<file path="config.mk">
export PLATFORM = sky130hd
export DESIGN_NAME = div16_seq
export DESIGN_NICKNAME = d
export VERILOG_FILES = /design/src/rtl/hack_pkg.sv /design/src/rtl/div_sub_stage.sv /design/src/rtl/div16_seq.sv
export SDC_FILE = /design/constraint.sdc
export NUM_CORES = 1
export LEC_CHECK = 0
export BUFFER_PORTS_ARGS = -buffer_cell sky130_fd_sc_hd__buf_2
export CAP_MARGIN = 40
export CORE_ASPECT_RATIO = 1.5
export CORE_MARGIN = 2
export CORE_UTILIZATION = 39
export CTS_BUF_LIST = sky130_fd_sc_hd__clkbuf_8
export DETAILED_ROUTE_END_ITERATION = 12
export PLACE_DENSITY = 0.69
export RECOVER_POWER = 100
export SLEW_MARGIN = 5
export SYNTH_ARGS = -nofsm -noshare
export SYNTH_HDL_FRONTEND = slang
export SYNTH_SLANG_ARGS = --single-unit
</file>
<file path="constraint.sdc">
create_clock -name clk -period 2.7 [get_ports clk]
set_input_delay 0.54 -clock clk [delete_from_list [all_inputs] [get_ports clk]]
set_output_delay 0.54 -clock clk [all_outputs]
set_load 0.01 [all_outputs]
</file>
<file path="src/rtl/hack_pkg.sv">
// hack_pkg: shared widths and FSM state encoding for the Hack divider coprocessor.
package hack_pkg;
  localparam int DIV_WIDTH = 16;
  localparam int DIV_CNT_W = 4;
  typedef enum logic [2:0] {IDLE, RUN, ZERO, FIX, DONE} state_t;
endpackage

</file>
<file path="src/rtl/div_sub_stage.sv">
// div_sub_stage: one restoring-division trial subtract.
//   a      in  WIDTH+1  shifted partial remainder
//   b      in  WIDTH    divisor
//   diff   out WIDTH    a - b (meaningful when borrow=0)
//   borrow out 1        a < b; the partial remainder is always below 2*b,
//                       so the top bit of the (WIDTH+1)-bit difference is the borrow
module div_sub_stage #(
  parameter int WIDTH = 16
) (
  input  logic [WIDTH:0]   a,
  input  logic [WIDTH-1:0] b,
  output logic [WIDTH-1:0] diff,
  output logic             borrow
);
  assign {borrow, diff} = a - {1'b0, b};
endmodule

</file>
<file path="src/rtl/div16_seq.sv">
// div16_seq: multi-cycle restoring shift-subtract divider, one quotient bit per clock.
//   clk, rst_n (async active-low), start/ready/busy/done handshake,
//   dividend/divisor sampled when start is accepted, quotient/remainder/div_by_zero
//   held from done until the next accepted start.
//   Build option DIV16_SIGNED_EN: adds signed_op and a FIX state applying result signs.
module div16_seq
  import hack_pkg::*;
#(
  parameter int WIDTH = DIV_WIDTH
) (
  input  logic             clk,
  input  logic             rst_n,
  input  logic             start,
  input  logic [WIDTH-1:0] dividend,
  input  logic [WIDTH-1:0] divisor,
`ifdef DIV16_SIGNED_EN
  input  logic             signed_op,
`endif
  output logic             ready,
  output logic             busy,
  output logic             done,
  output logic [WIDTH-1:0] quotient,
  output logic [WIDTH-1:0] remainder,
  output logic             div_by_zero
);
  state_t state;
  logic [WIDTH-1:0] a, r, d, diff, r_nxt, a_nxt, dd_mag, dv_mag;
  logic [DIV_CNT_W-1:0] cnt;
  logic borrow;
`ifdef DIV16_SIGNED_EN
  logic sq, sr, dd_neg, dv_neg;
  assign dd_neg = signed_op & dividend[WIDTH-1];
  assign dv_neg = signed_op & divisor[WIDTH-1];
  assign dd_mag = dd_neg ? -dividend : dividend;
  assign dv_mag = dv_neg ? -divisor : divisor;
`else
  assign dd_mag = dividend;
  assign dv_mag = divisor;
`endif

  div_sub_stage #(.WIDTH(WIDTH)) u_sub (
    .a      ({r, a[WIDTH-1]}),
    .b      (d),
    .diff   (diff),
    .borrow (borrow)
  );

  // a shifts the dividend out at the top and the quotient bits in at the bottom
  assign r_nxt = borrow ? {r[WIDTH-2:0], a[WIDTH-1]} : diff;
  assign a_nxt = {a[WIDTH-2:0], ~borrow};

  always_ff @(posedge clk or negedge rst_n) begin
    if (!rst_n) begin
      state       <= IDLE;
      ready       <= 1'b1;
      busy        <= 1'b0;
      done        <= 1'b0;
      quotient    <= '0;
      remainder   <= '0;
      div_by_zero <= 1'b0;
      a           <= '0;
      r           <= '0;
      d           <= '0;
      cnt         <= '0;
`ifdef DIV16_SIGNED_EN
      sq          <= 1'b0;
      sr          <= 1'b0;
`endif
    end else begin
      case (state)
        IDLE: if (start) begin
          ready       <= 1'b0;
          busy        <= 1'b1;
          quotient    <= '0;
          remainder   <= '0;
          div_by_zero <= 1'b0;
          r           <= '0;
          cnt         <= '0;
          d           <= dv_mag;
          // zero path keeps the raw dividend so it can be returned as the remainder
          a           <= (divisor == '0) ? dividend : dd_mag;
          state       <= (divisor == '0) ? ZERO : RUN;
`ifdef DIV16_SIGNED_EN
          sq          <= (divisor != '0) & (dd_neg ^ dv_neg);
          sr          <= (divisor != '0) & dd_neg;
`endif
        end
        RUN: begin
          a   <= a_nxt;
          r   <= r_nxt;
          cnt <= cnt + 1'b1;
          if (cnt == DIV_CNT_W'(WIDTH - 1)) begin
`ifdef DIV16_SIGNED_EN
            state <= FIX;
`else
            state     <= DONE;
            busy      <= 1'b0;
            done      <= 1'b1;
            quotient  <= a_nxt;
            remainder <= r_nxt;
`endif
          end
        end
        ZERO: begin
`ifdef DIV16_SIGNED_EN
          a     <= '1;
          r     <= a;
          state <= FIX;
`else
          quotient    <= '1;
          remainder   <= a;
          div_by_zero <= 1'b1;
          busy        <= 1'b0;
          done        <= 1'b1;
          state       <= DONE;
`endif
        end
`ifdef DIV16_SIGNED_EN
        FIX: begin
          quotient    <= sq ? -a : a;
          remainder   <= sr ? -r : r;
          div_by_zero <= (d == '0);
          busy        <= 1'b0;
          done        <= 1'b1;
          state       <= DONE;
        end
`endif
        DONE: begin
          done  <= 1'b0;
          ready <= 1'b1;
          state <= IDLE;
        end
        default: begin
          busy  <= 1'b0;
          done  <= 1'b0;
          ready <= 1'b1;
          state <= IDLE;
        end
      endcase
    end
  end
endmodule
</file>
Word level (Yosys, flattened, before mapping)
Index checks and enable logic that the tools add are counted.
{"block": "totals", "elab_cells": 60, "output_inout_bits": 36, "input_bits": 35, "regBits": 91}
{"block": "op_classes", "n_reduce_logical": 14, "n_eq_ne": 6, "n_addsub": 2, "muxes": 23, "n_bitwise": 4}
{"operator": "$pmux W16 S3", "count": 2}
{"operator": "$mux W16", "count": 5}
{"operator": "$pmux W16 S2", "count": 2}
{"operator": "$sub A17 B16 Y17", "count": 1}
{"operator": "$logic_not A16 Y1", "count": 1}
{"operator": "$reduce_and A2 Y1", "count": 6}
{"operator": "$pmux W3 S3", "count": 1}
{"operator": "$pmux W4 S2", "count": 1}
{"operator": "$mux W3", "count": 2}
{"operator": "$pmux W1 S3", "count": 2}
{"operator": "$reduce_and A3 Y1", "count": 2}
{"operator": "$add A4 B1 Y4 const B", "count": 1}
{"operator": "$eq A4 B4 Y1 const B", "count": 1}
{"operator": "$mux W1", "count": 4}
{"operator": "$mux W4", "count": 1}
{"operator": "$ne A2 B2 Y1 const B", "count": 2}
{"operator": "$not A1 Y1", "count": 4}
{"operator": "$pmux W1 S2", "count": 2}
{"operator": "$reduce_bool A2 Y1", "count": 2}
{"operator": "$eq A3 B1 Y1 const B", "count": 1}
{"operator": "$eq A3 B2 Y1 const B", "count": 1}
{"operator": "$eq A3 B3 Y1 const B", "count": 1}
{"operator": "$logic_not A3 Y1", "count": 1}
{"operator": "$reduce_bool A3 Y1", "count": 1}
{"operator": "other kinds (2)", "count": 2}

Longest topological paths before layout
Gate-level depths: netlist of run 1.
{"block": "depth", "ltp_word": 4, "depth_mapped": 13, "mapped_depth_nobuf": 11}

Modules after synthesis
A second synthesis of run 1 with hierarchy kept.
{"block": "hier_totals", "hier_cells": 437, "hier_area_um2": 5027.3}
{"mod": "div16_seq", "n_inst": 1, "area_per_inst_um2": 4122.7, "seq_area_each_um2": 2278.4, "cells_per_inst": 308}
{"mod": "div_sub_stage", "n_inst": 1, "area_per_inst_um2": 904.6, "seq_area_each_um2": 0.0, "cells_per_inst": 129}

Worst setup path after synthesis of run 1
No wires, ideal clock.
{"block": "synth_path", "path_type": "flip-flop to flip-flop", "startpoint": "register a[15]", "endpoint": "register remainder[0]", "setup_time_ns": 0.127, "path_stages_with_launch": 13, "period_less_slack_ns": 2.686, "n_path_buf": 1, "path_slack_ns": 0.014, "required_time_ns": 2.573, "t_arrival_ns": 2.559, "path_cell_list": "dfrtp_1 -> inv_1 -> ha_1 -> inv_1 -> fa_1 -> a211oi_1 -> o211ai_2 -> and3_1 -> nor3_1 -> nor2_1 -> buf_4 -> a21oi_1 -> a21oi_1"}
{"block": "synth_via", "elab_chain_len": 4}
{"item": "from (decl)", "line": "div16_seq.sv:27", "source": "logic [WIDTH-1:0] a, r, d, diff, r_nxt, a_nxt, dd_mag, dv_mag;"}
{"item": "from (signal assigned)", "line": "div16_seq.sv:81", "source": "a <= (divisor == '0) ? dividend : dd_mag;"}
{"item": "from (signal assigned)", "line": "div16_seq.sv:89", "source": "a <= a_nxt;"}
{"item": "$sub A17 B16 Y17", "line": "div_sub_stage.sv:15", "source": "assign {borrow, diff} = a - {1'b0, b};"}
{"item": "$mux W16 *", "line": "div16_seq.sv:49", "source": "assign r_nxt = borrow ? {r[WIDTH-2:0], a[WIDTH-1]} : diff;"}
{"item": "$mux W16 *", "line": "div16_seq.sv:92", "source": "if (cnt == DIV_CNT_W'(WIDTH - 1)) begin"}
{"item": "$pmux W16 S3 *", "line": "div16_seq.sv:70", "source": "case (state)"}
{"item": "to (signal assigned)", "line": "div16_seq.sv:100", "source": "remainder <= r_nxt;"}
{"item": "to (decl)", "line": "div16_seq.sv:23", "source": "output logic [WIDTH-1:0] remainder,"}
Mark *: on every way between the ends. The rest lies on a longest branch, timed or not. The select of a mux whose other input is x is not followed.
A chain may end at the register's enable or synchronous reset.

Final worst setup path of run 1
{"block": "layout_path", "startpoint": "register r[8]", "endpoint": "register remainder[14]"}
{"block": "layout_via", "elab_chain_len": 4}
{"item": "from (decl)", "line": "div16_seq.sv:27"}
{"item": "from (signal assigned)", "line": "div16_seq.sv:90", "source": "r <= r_nxt;"}
{"item": "$sub A17 B16 Y17", "line": "div_sub_stage.sv:15"}
{"item": "$mux W16", "line": "div16_seq.sv:49"}
{"item": "$mux W16", "line": "div16_seq.sv:92"}
{"item": "$pmux W16 S3", "line": "div16_seq.sv:70"}
No other way between the ends. The select of a mux whose other input is x is not followed.

==> results.txt, run 1 <==
- The run finished with clean final reports.
* Die height: 140 um
- TritonCTS clock tree: yes
- Clock skew: 0.0122 ns
* Total congestion overflow: 0
- Most frequent cell after synthesis: dfrtp_1
- By area, the combinational part of the netlist is dominated by compound AO/OA/AOI/OAI gates.
- Wire length of the first global-routing pass: 20600 um
- After detailed routing, the number of remaining DRC violations is 0.
- Endpoint class of the critical path: flip-flop
- Area occupied by registers: 2280 um^2
- The floorplan has 49 rows.
- Entering global routing, the biggest net connects 67 pins.
- The synthesized netlist devotes 17.4% of its cell area to simple gates.
* Final critical-path share of the clock period: 95.2%
- Fin nets: 670
- In the global route stage, overall resource usage came out at 19.5%.
* Post-synthesis share of cell area spent on full adders, half adders and majority gates: 4.81%
- The clock passes through at most 2 buffers.
* Worst relative slew slack: 10.7%
- Portion of the post-synthesis area used by sequential elements: 47.1%
* Post-synth EDFFs: 0
- The final count of hold timing violations came to 0.
- Hold_buf cts: 0
- From left edge to right edge, the die measures 94.9 um.
- The first routing iteration left 190 violations.
- Number of antenna-violating nets in the routed design: 0
- Cell variety after synth: 53
* Share of the synthesized area in the top cell type: 46.6%
- The number of antenna diodes in the final layout is 0.
* R2R Path End: remainder[14]
- Post-CTS timing repair inserted 0 buffers for setup.
- Final Max Tran Viols: 0
- Of the post-synthesis cell area, the part taken by muxes is 3.54%.
- Counting instances, the worst hold path has a depth of 3.
- Least-Margin Pin Slew: 1.34 ns
- Cells taking the most area after synthesis: dfrtp_1, nand2_1, o21ai_0
- Along the worst path, the maximum fanout reaches 6.
* Overall die area: 13300 um^2
- The synthesized design spends more area on one cell type than any other, namely dfrtp_1.
- Cells fill 47.1% of the core in the end.
- Root buffer cell: clkbuf_8
- Summing every instance area after synthesis gives 4840 um^2.
- TritonCTS Buffers: 9
* Detailed-route vias per instance: 5.45
- For this run, the number of Yosys warnings is 0.
- Area growth syn-to-layout: 17.5%
- The congestion estimate from routability-driven global placement came to 0.988.
- Averaged over all synthesized cells, the footprint is 9.01 um^2.
* Met2 capacity usage during global routing: 34.5%
* Max frequency: 389 MHz
- Count of buffers inserted at the top-level ports: 70
- DR pass1 iterations: 4
* Length in cells of the worst reg-to-reg path: 9
* Final critical delay including setup and external delays: 2.57 ns
- The via count of the first global-routing pass came to 4218.
* Fraction of final layout cells with drive strength greater than 1: 17.8%
* Static Leak: 2.52 nW
- Met1 track demand over resource in global routing: 24.1%
* Setup violations, final: 0
- STA classifies the critical path startpoint as a flip-flop.
* Synth Flop Type: dfrtp_1
* Synthesized netlist net count: 590
- After legalization and detailed placement, the total HPWL measured 9600 um.
* Multi-input logic area: 2410 um^2
* PwrDens: 1610 nW/um^2
- Starting density of the core: 40.0%
- Post-route cell area: 5680 um^2
- 71 I/O pins were placed.
* Total via count in the routed design: 4224
* Largest voltage drop on the vdd net: 0.510 mV
- Summing the areas of all compound-gate instances in the mapped netlist gives 20.7% of the synthesized area.
- The worst hold path begins at divisor[9].
- The floorplan step defined a core boundary enclosing 12100 um^2.
- Data arrives at the worst endpoint at 2.86 ns.
- The final layout contains routed wiring with a total length of 12600 um.
- Hold endpoint: d[9]
* Met3 Track Usage GR: 3.07%
* Clock latency reported for the late side of the worst-skew pair: 0.36 ns
* Clock Pin Slew Worst Setup and Hold Paths: 0.09 ns
- Category of the most critical setup path: reg -> reg
- Grt peak-use layer: met2
- H-tree levels: 3
- R2R Setup Slk: 0.13 ns
* Fill cell count: 1163
- After detailed placement, the total cell area comes to 5510 um^2.
- Wire length per cell after detailed routing: 16.2 um
- For this run, asynchronously set or reset flops after synthesis account for 100%.
* Number of flip-flops and latches in the synthesized netlist: 91
- Clock tree synthesis found a total of 91 sinks.
- Required arrival time at the worst endpoint: 2.99 ns
- Worst min path class: in -> reg
- Counting instances in the post-synthesis netlist gives the leading cell types as dfrtp_1, nand2_1, o21ai_0.
* Number of antenna violations at the first check in global routing: 0
- Syn Inst Count: 537
* Reg2Reg Launch Point: r[8]
- Max-cap check violation count: 0
- After Yosys synthesis, XOR and XNOR cells account for 1.99% of the synthesized area.
what timing repair did:
item | 4_1_cts | 5_1_grt
resized for setup | 2 | 16
hold endpoints to repair | 0 | 0
pin swaps | 0 | 2
endpoints found under the setup margin | 8 | 34
worst max-delay path by stage:
| stage | from | end | slack (ns) | depth (start not counted) |
|---|---|---|---|---|
| finish | r[8] | remainder[14] | 0.13 | 9 |
| CTS | a[15] | remainder[14] | 0.001 | 12 |
| floorplan | a[15] | remainder[0] | 0.01 | 12 |
| global placement | a[15] | remainder[12] | -0.11 | 13 |
| global route | r[9] | remainder[10] | -0.06 | 9 |
| detailed placement | a[15] | remainder[12] | -0.13 | 13 |
registers in the layout (all words and copies together) (netlist names):
register / cells
cnt: 4
done: 1
d: 16
r: 16
state: 3
a: 16
div_by_zero: 1
busy: 1
ready: 1
remainder: 16
quotient: 16
cell type report:
type | count | share of cell area, %
sequential | 91 | 40.1
clock inverter | 5 | 0.616
multi-input combinational | 396 | 42.5
inverter | 20 | 1.32
tap | 153 | 3.37
clock buffer | 11 | 2.66
timing repair buffer | 99 | 9.47
kinds of logic after synthesis:
kind of cell | Yosys count
adders and majority gates | 18
muxes | 17
and+or+nand+nor | 184
AOI/OAI and AO/OA | 166
xor gates and xnor gates | 11
buffers and inverters | 50
DFF | 91
routing by layer:
metal,wire (um),up-vias
met3,465,22
met4,330,0
met1,5440,2007
li1,-,2076
met2,6360,119
met5,0,-
worst max-delay path: stages (launching register included):
cell and delay, ns:
dfrtp_1 0.42, ha_1 0.40, a21oi_2 0.19, o21ai_1 0.14, a221o_1 0.37, or3_4 0.41
buf_4 0.15, a21boi_0 0.18, o21ai_1 0.11, a21oi_1 0.14
power breakdown:
group	internal, mW	leakage (nW)	switching (mW)	total, mW
Combinational	2.37	1.33	3.38	5.75
Clock	0.389	0.0961	0.495	0.883
Sequential	2.06	1.10	0.470	2.53
cells in the final DEF (no fill, tap or decap), drive strengths merged, types with 2 or more instances in the layout:
cell	instances
ha	17
buf	57
o21ai	51
and3	3
a21o	9
nand2	74
nand4	3
nand3	28
clkinv	2
o21a	3
nor2	48
o211ai	4
dfrtp	90
nand2b	5
a21oi	49
a21boi	2
clkbuf	53
a31oi	30
mux2i	16
nor3	4
xnor2	7
a221o	2
or2	6
inv	22
a211oi	5
nor4	7
o21bai	3
xor2	4
stage by stage:
stage          hold slack [ns]  setup TNS (ns)  instances  setup slack [ns]  power [mW]
2_1_floorplan            0.244               0        537            0.0138        6.30
3_3_place_gp             0.460          -0.144        759            -0.108        8.02
3_5_place_dp             0.469          -0.223        759            -0.128        8.17
4_1_cts                 0.0760               0        775           0.00108        9.12
5_1_grt                  0.400          -0.100        775           -0.0566        9.94
6_report                 0.390               0        775             0.130        9.16
No activity file was read; power rests on OpenSTA's default activity.
==> run 2, diff against run 1 <==
--- a/config.mk
+++ b/config.mk
@@ -5,6 +5,7 @@
 export SDC_FILE = /design/constraint.sdc
 export NUM_CORES = 1
 export LEC_CHECK = 0
+export ABC_AREA = 0
 export BUFFER_PORTS_ARGS = -buffer_cell sky130_fd_sc_hd__buf_2
 export CAP_MARGIN = 40
 export CORE_ASPECT_RATIO = 1.5
@@ -12,7 +13,7 @@
 export CORE_UTILIZATION = 39
 export CTS_BUF_LIST = sky130_fd_sc_hd__clkbuf_8
 export DETAILED_ROUTE_END_ITERATION = 12
-export PLACE_DENSITY = 0.69
+export PLACE_DENSITY = 0.67
 export RECOVER_POWER = 100
 export SLEW_MARGIN = 5
 export SYNTH_ARGS = -nofsm -noshare
==> constraint.sdc (replaced) <==
create_clock -name clk -period 3.3 [get_ports clk]
set_input_delay 0.66 -clock clk [delete_from_list [all_inputs] [get_ports clk]]
set_output_delay 0.66 -clock clk [all_outputs]
set_load 0.01 [all_outputs]
==> results.txt, run 2 (synthesis gave the netlist of run 1 again) <==
- Hold_buf cts: 0 (unchanged)
* Final setup slack of the worst path: 0.326 ns (was 0.130 ns)
- The maximum vdd ir drop is 0.334 mV (was 0.510 mV).
- Clock net sink count: 91 (unchanged)
- Highest fanout seen on the critical path: 12 (was 6)
- Remaining routing DRC violations: 0 (unchanged)
- The initial core utilization was 40.0% (unchanged).
- The highest achievable clock rate was 336 MHz (was 389 MHz).
- The via count of the first global-routing pass was 4211 (was 4218).
* Area inside the core boundary: 12100 um^2 (unchanged)
- The number of antenna violations at the first check in global routing was 0 (unchanged).
* Reg2Reg Launch Point: r[9] (was r[8])
- The total of endpoints with negative setup slack in the final report was 0 (unchanged).
- Setup Fix Bufs, Post-CTS: 0 (unchanged)
- The iteration count of the initial detailed-routing pass is 4 (unchanged).
- R2R Path End: remainder[10] (was remainder[14])
- Post-placement cell area: 5380 um^2 (was 5510 um^2)
- The area of all placed cells without fillers came to 5540 um^2 (was 5680 um^2).
- Root buffer cell: clkbuf_8 (unchanged)
* Clock Pin Slew Worst Setup and Hold Paths: 0.09 ns (about the same)
- The minimum setup slack among reg-to-reg paths is 0.33 ns (was 0.13 ns).
- Overall die area: 13300 um^2 (unchanged)
* Most frequent standard cell in the layout excluding fill and tap cells: dfrtp_1 (unchanged)
* Static Leak: 2.47 nW (was 2.52 nW)
* Fin nets: 656 (was 670)
- The routability-driven placement congestion ratio was 0.830 (was 0.988).
- Violation count after the first detailed-routing iteration: 139 (was 190)
* Total congestion overflow: 0 (unchanged)
* Die boundary width: 94.9 um (unchanged)
- Number of buffers on the longest clock path: 2 (unchanged)
- The share of the core filled with cells in the final layout came to 45.9% (was 47.1%).
- The kind of critical path is reg -> reg (unchanged).
- Wire length per cell after detailed routing: 16.6 um (was 16.2 um)
- Top library cells by usage in the layout, fill and taps aside: dfrtp_1, nand2_1, o21ai_0, a21oi_1, nor2_1 (was dfrtp_1, nand2_1, nor2_1, o21ai_0, a21oi_1)
* Delay of the slowest cell on the worst path: 0.56 ns (was 0.42 ns)
- The final antenna diode count came to 0 (unchanged).
- Total routed wirelength: 12600 um (about the same)
* Area growth syn-to-layout: 14.6% (was 17.5%)
* Highest-delay cell along the critical path: a21boi_0 (was dfrtp_1)
* Cell Chain, Critical Path: ha_1 > nand2_1 > nor3_1 > nand3_1 > a21boi_0 > nor2_1 > buf_4 > a31oi_1 > a21oi_1 (was ha_1 > a21oi_2 > o21ai_1 > a221o_1 > or3_4 > buf_4 > a21boi_0 > o21ai_1 > a21oi_1)
- The clock period minus final worst setup slack was 2.97 ns (was 2.57 ns).
- The max-slew violation total from the final report is 0 (unchanged).
- Largest net degree at the start of global routing: 74 (was 67)
- Clock latency reported for the late side of the worst-skew pair: 0.37 ns (was 0.36 ns)
- The total of buffers placed on input and output ports came to 70 (unchanged).
* Worst relative slew slack: 12.8% (was 10.7%)
- The final count of hold timing violations is 0 (unchanged).
* Die height: 140 um (unchanged)
* Number of placed I/O pins: 71 (unchanged)
- The count of cells along the worst register-to-register path was 9 (unchanged).
- The type of element capturing the critical path is a flip-flop (unchanged).
- The post-route antenna net violation count came to 0 (unchanged).
- Count of standard-cell rows: 49 (unchanged)
* Required arrival time at the worst endpoint: 3.55 ns (was 2.99 ns)
* Fraction of final layout cells with drive strength greater than 1: 13.0% (was 17.8%)
* HPWL after detailed placement: 9770 um (was 9600 um)
- TritonCTS clock tree: yes (unchanged)
* H-tree levels: 3 (unchanged)
- The signal arrival time at the worst endpoint was 3.22 ns (was 2.86 ns).
- Least-Margin Pin Slew: 1.31 ns (was 1.34 ns)
- Total negative slack for setup checks: 0 ns (unchanged)
- The launching element type of the critical path is a flip-flop (unchanged).
- Worst min path class: in -> async (was in -> reg)
* Final critical-path share of the clock period: 90.1% (was 95.2%)
* TritonCTS Buffers: 9 (unchanged)
- Setup repair after global routing left no endpoint under its margin.
- The vias per cell came to 5.41 (was 5.45).
* Max-cap check violation count: 0 (unchanged)
- The total power density per cell area was 1300 nW/um^2 (was 1610 nW/um^2).
* Result of the run: finished, final reports clean (unchanged)
- The worst slack after detailed placement came to 0.279 ns (was -0.128 ns).
* Wire length of the first global-routing pass: 20900 um (was 20600 um)
- Clock skew: 0.0121 ns (was 0.0122 ns)
- The count of non-filler cells in the finished layout was 761 (was 775).
- The total routing usage reported by global routing came to 20.1% (was 19.5%).
- The number of placed instances with taps included is 745 (was 759).
- Total via count in the routed design: 4120 (was 4224)
==> run 2: cell types whose count changed in the layout (fill, tap and decap cells not counted), sizes merged <==
cell / change
clkinv: -1
bufinv: +3
clkinvlp: -1
clkbuf: -1
buf: -14
==> run 2: worst max-delay path by stage <==
stage / from / to / slack, ns / cells after the start
floorplan: a[15] / remainder[0] / 0.61 / 12
global placement: r[9] / remainder[10] / 0.26 / 9
detailed placement: a[15] / remainder[15] / 0.28 / 11
CTS: a[15] / remainder[15] / 0.23 / 11
global route: r[9] / remainder[10] / 0.05 / 9
finish: r[9] / remainder[10] / 0.33 / 9
==> run 2: critical path, delay by kind of cell, from the launching register on <==
family | cells | cell delay (ns)
compound gates | 3 | 0.99
simple gates | 4 | 0.77
fa+ha+maj | 1 | 0.45
flops | 1 | 0.44
buf+inv | 1 | 0.21
==> run 2: metal layers <==
layer	GRT usage [%]	routed length (um)	part of all wire (%)	vias to the layer above
met5	0	0	0	-
met4	9.99	429	3.4	0
met3	2.26	431	3.4	25
met2	34.9	6470	51	87
met1	24.0	5310	42	1975
li1	-	-	-	2033
==> run 2: metrics by stage <==
step / total power, mW / hold WS, ns
3_3_place_gp: 6.26 / 0.465
6_report: 7.21 / 0.471
4_1_cts: 7.37 / 0.140
2_1_floorplan: 5.15 / 0.364
5_1_grt: 7.88 / 0.521
3_5_place_dp: 6.40 / 0.469
==> run 2: area by class of cell <==
cell class | count | area, um^2
clock buffers | 10 | 138
clock inverters | 6 | 119
fillers | 1199 | 6540
inverters | 20 | 75.1
multi-input cells | 396 | 2330
flip-flops and latches | 91 | 2280
well taps | 153 | 191
repair buffers | 85 | 414
==> run 2: timing repair <==
action                                  4_1_cts  5_1_grt
resized for setup                             0        1
endpoints found under the hold margin         0        0
endpoints found under the setup margin        0        4
==> run 2: power by group <==
part,switching (mW),internal (mW)
combinational,2.58,1.60
sequential,0.386,1.68
clock,0.429,0.533
==> run 3, diff against run 2 <==
--- a/config.mk
+++ b/config.mk
@@ -15,6 +15,7 @@
 export DETAILED_ROUTE_END_ITERATION = 12
 export PLACE_DENSITY = 0.67
 export RECOVER_POWER = 100
+export SKIP_LAST_GASP = 1
 export SLEW_MARGIN = 5
 export SYNTH_ARGS = -nofsm -noshare
 export SYNTH_HDL_FRONTEND = slang
==> constraint.sdc (replaced) <==
create_clock -name clk -period 3.3 [get_ports clk]
set_input_delay 0.165 -clock clk [delete_from_list [all_inputs] [get_ports clk]]
set_output_delay 0.165 -clock clk [all_outputs]
set_load 0.01 [all_outputs]
==> results.txt, run 3 (synthesis gave the netlist of run 1 again) <==
- Area inside the core boundary: 12100 um^2 (unchanged)
* Fin nets: 656 (unchanged)
- The share of the clock period used by the worst path after layout came to 91.8% (was 90.1%).
* Gp weighted congestion: 0.861 (was 0.830)
* Post-route cell area: 5440 um^2 (was 5540 um^2)
- The number of sinks on the clock net came to 91 (unchanged).
* Max-cap check violation count: 1 (was 0)
* Overall die area: 13300 um^2 (unchanged)
* Highest fanout seen on the critical path: 12 (unchanged)
- Remaining routing DRC violations: 0 (unchanged)
- The net switching share of the total power is 48.5% (was 47.1%).
* TritonCTS Buffers: 9 (unchanged)
- The static leakage is 2.41 nW (was 2.47 nW).
* Crit path launch type: flip-flop (unchanged)
- Clock skew: 0.0122 ns (was 0.0121 ns)
* Detailed-route vias per instance: 5.41 (about the same)
- The routed metal-1 wirelength came to 5360 um (was 5310 um).
* Root buffer cell: clkbuf_8 (unchanged)
- Uppermost layer routed: met4 (unchanged)
- Detailed-routed wire length on met3: 394 um (was 431 um)
- Top library cells by usage in the layout, fill and taps aside: dfrtp_1, nand2_1, o21ai_0, nor2_1, a21oi_1 (was dfrtp_1, nand2_1, o21ai_0, a21oi_1, nor2_1)
- Power Internal: 3.55 mW (was 3.81 mW)
- The half-perimeter wire length of the detailed placement result was 9530 um (was 9770 um).
- Worst min path class: in -> reg (was in -> async)
* Total congestion overflow: 0 (unchanged)
* Total via count in the routed design: 4112 (was 4120)
- Final Max Tran Viols: 38 (was 0)
* Number of antenna-violating nets in the routed design: 0 (unchanged)
* Global router's overall resource usage: 19.4% (was 20.1%)
- Arrival time worst endpoint: 3.31 ns (was 3.22 ns)
* Wire length of the first global-routing pass: 20400 um (was 20900 um)
* Placed Instances: 744 (was 745)
- Fraction of final layout cells with drive strength greater than 1: 12.0% (was 13.0%)
- Part of the power in registers: 29.8% (was 28.7%)
- The post-detailed-route wirelength per cell is 16.3 um (was 16.6 um).
- The horizontal extent of the die was 94.9 um (unchanged).
* Post-placement cell area: 5360 um^2 (was 5380 um^2)
- Final critical delay including setup and external delays: 3.03 ns (was 2.97 ns)
- The post-CTS clock slew at the launch and capture registers of the worst setup and hold paths came to 0.09 ns (about the same).
- Final core area utilization: 45.0% (was 45.9%)
* Category of the most critical setup path: reg -> reg (unchanged)
* Setup repair after global routing missed its margin: no (unchanged)
- The data required time at the worst endpoint is 3.58 ns (was 3.55 ns).
- The CTS tree is yes (unchanged).
* Largest voltage drop on the vdd net: 0.345 mV (was 0.334 mV)
- The count of non-filler cells in the finished layout is 760 (was 761).
- Setup violations, final: 0 (unchanged)
- The transition time of the tightest slew-check pin was 1.99 ns (was 1.31 ns).
* Met2 layer wire length in the routed design: 6410 um (was 6470 um)
* Number of antenna violations at the first check in global routing: 0 (unchanged)
* Clk pwr share: 10.2% (was 13.4%)
- The vertical die dimension was 140 um (unchanged).
- Result of the run: finished, violations left (was finished, final reports clean).
- The level count of the clock H-tree is 3 (unchanged).
- Comb pwr share: 60.0% (was 58.0%)
- The area overhead of the layout relative to synthesis came to 12.4% (was 14.6%).
* Via count of the first global-routing pass: 4142 (was 4211)
* Count of standard-cell rows: 49 (unchanged)
* Starting density of the core: 40.0% (unchanged)
* PwrDens: 1270 nW/um^2 (was 1300 nW/um^2)
- Count of endpoints failing hold in the final timing report: 0 (unchanged)
* Worst relative slew slack: -32.6% (was 12.8%)
- The power consumption came to 6.89 mW (was 7.21 mW).
- Net switching component of the power: 3.34 mW (was 3.39 mW)
- The clock insertion delay at the later pin of the skew report was 0.36 ns (was 0.37 ns).
- Number of buffers on the longest clock path: 2 (unchanged)
- Endpoint class of the critical path: flip-flop (unchanged)
- Antenna diode count: 0 (unchanged)
- The highest achievable clock rate is 330 MHz (was 336 MHz).
- The count of boundary I/O pins came to 71 (unchanged).
* Count of buffers inserted at the top-level ports: 70 (unchanged)
- The final reports fail on max-capacitance violations, max-slew violations.
- Violation count after the first detailed-routing iteration: 245 (was 139)
* R2R Setup Slk: 0.27 ns (was 0.33 ns)
* DR pass1 iterations: 5 (was 4)
- Most frequent standard cell in the layout excluding fill and tap cells: dfrtp_1 (unchanged)
* Total routed wirelength: 12400 um (was 12600 um)
* Largest net degree at the start of global routing: 38 (was 74)
- Total negative slack for setup checks: 0 ns (unchanged)
[run 3: area by class of cell]
type | count | area [um^2]
multi-input cells | 396 | 2320
fillers | 1204 | 6640
repair buffers | 85 | 395
well taps | 153 | 191
inverters | 20 | 75.1
flip-flops and latches | 91 | 2280
clock inverters | 5 | 37.5
clock buffers | 10 | 138
[run 3: routing by layer]
metal | up-vias | global-route usage, %
met2 | 74 | 34.3
met5 | - | 0
met3 | 15 | 2.64
met1 | 1991 | 24.2
met4 | 0 | 6.25
li1 | 2032 | -
[run 3: critical path, stage by stage (launching register included)]
cell and delay [ns]:
dfrtp_1 0.39, inv_1 0.11, ha_1 0.18, inv_1 0.05
fa_1 0.41, a211oi_1 0.37, o211ai_2 0.19, and3_1 0.21
or3_1 0.42, nand2_2 0.29, nand3_1 0.15, a31oi_1 0.18
[run 3: stage by stage]
stage	worst slack, ns	hold slack (ns)
2_1_floorplan	0.614	-0.131
3_3_place_gp	0.305	0.146
3_5_place_dp	0.290	0.156
4_1_cts	0.265	0.0126
5_1_grt	0.0300	0.0141
6_report	0.270	0.0225
[run 3: path summary, 6_finish.rpt]
path                       cells past startpoint         from      endpoint
max                                           11        a[15]  remainder[5]
min                                            3  divisor[12]         d[12]
max reg2reg                                   11        a[15]  remainder[5]
min reg2reg                                    1  div_by_zero   div_by_zero
max in group asynchronous                      3        rst_n          a[0]
min in group asynchronous                      2        rst_n   div_by_zero
[run 3: power by group through the flow]
stage | Sequential [mW] | Combinational [mW] | Clock (mW)
finish | 2.05 | 4.13 | 0.704
global route | 2.12 | 4.66 | 0.761
CTS | 2.05 | 4.28 | 0.723
detailed placement | 2.07 | 4.27 | 0
global placement | 2.06 | 4.20 | 0
floorplan | 2.07 | 3.08 | 0
[run 3: what timing repair did]
action,CTS,global route
endpoints found under the hold margin,34,0
buffers inserted,0,0
hold buffers,1,0
resized for setup,0,0
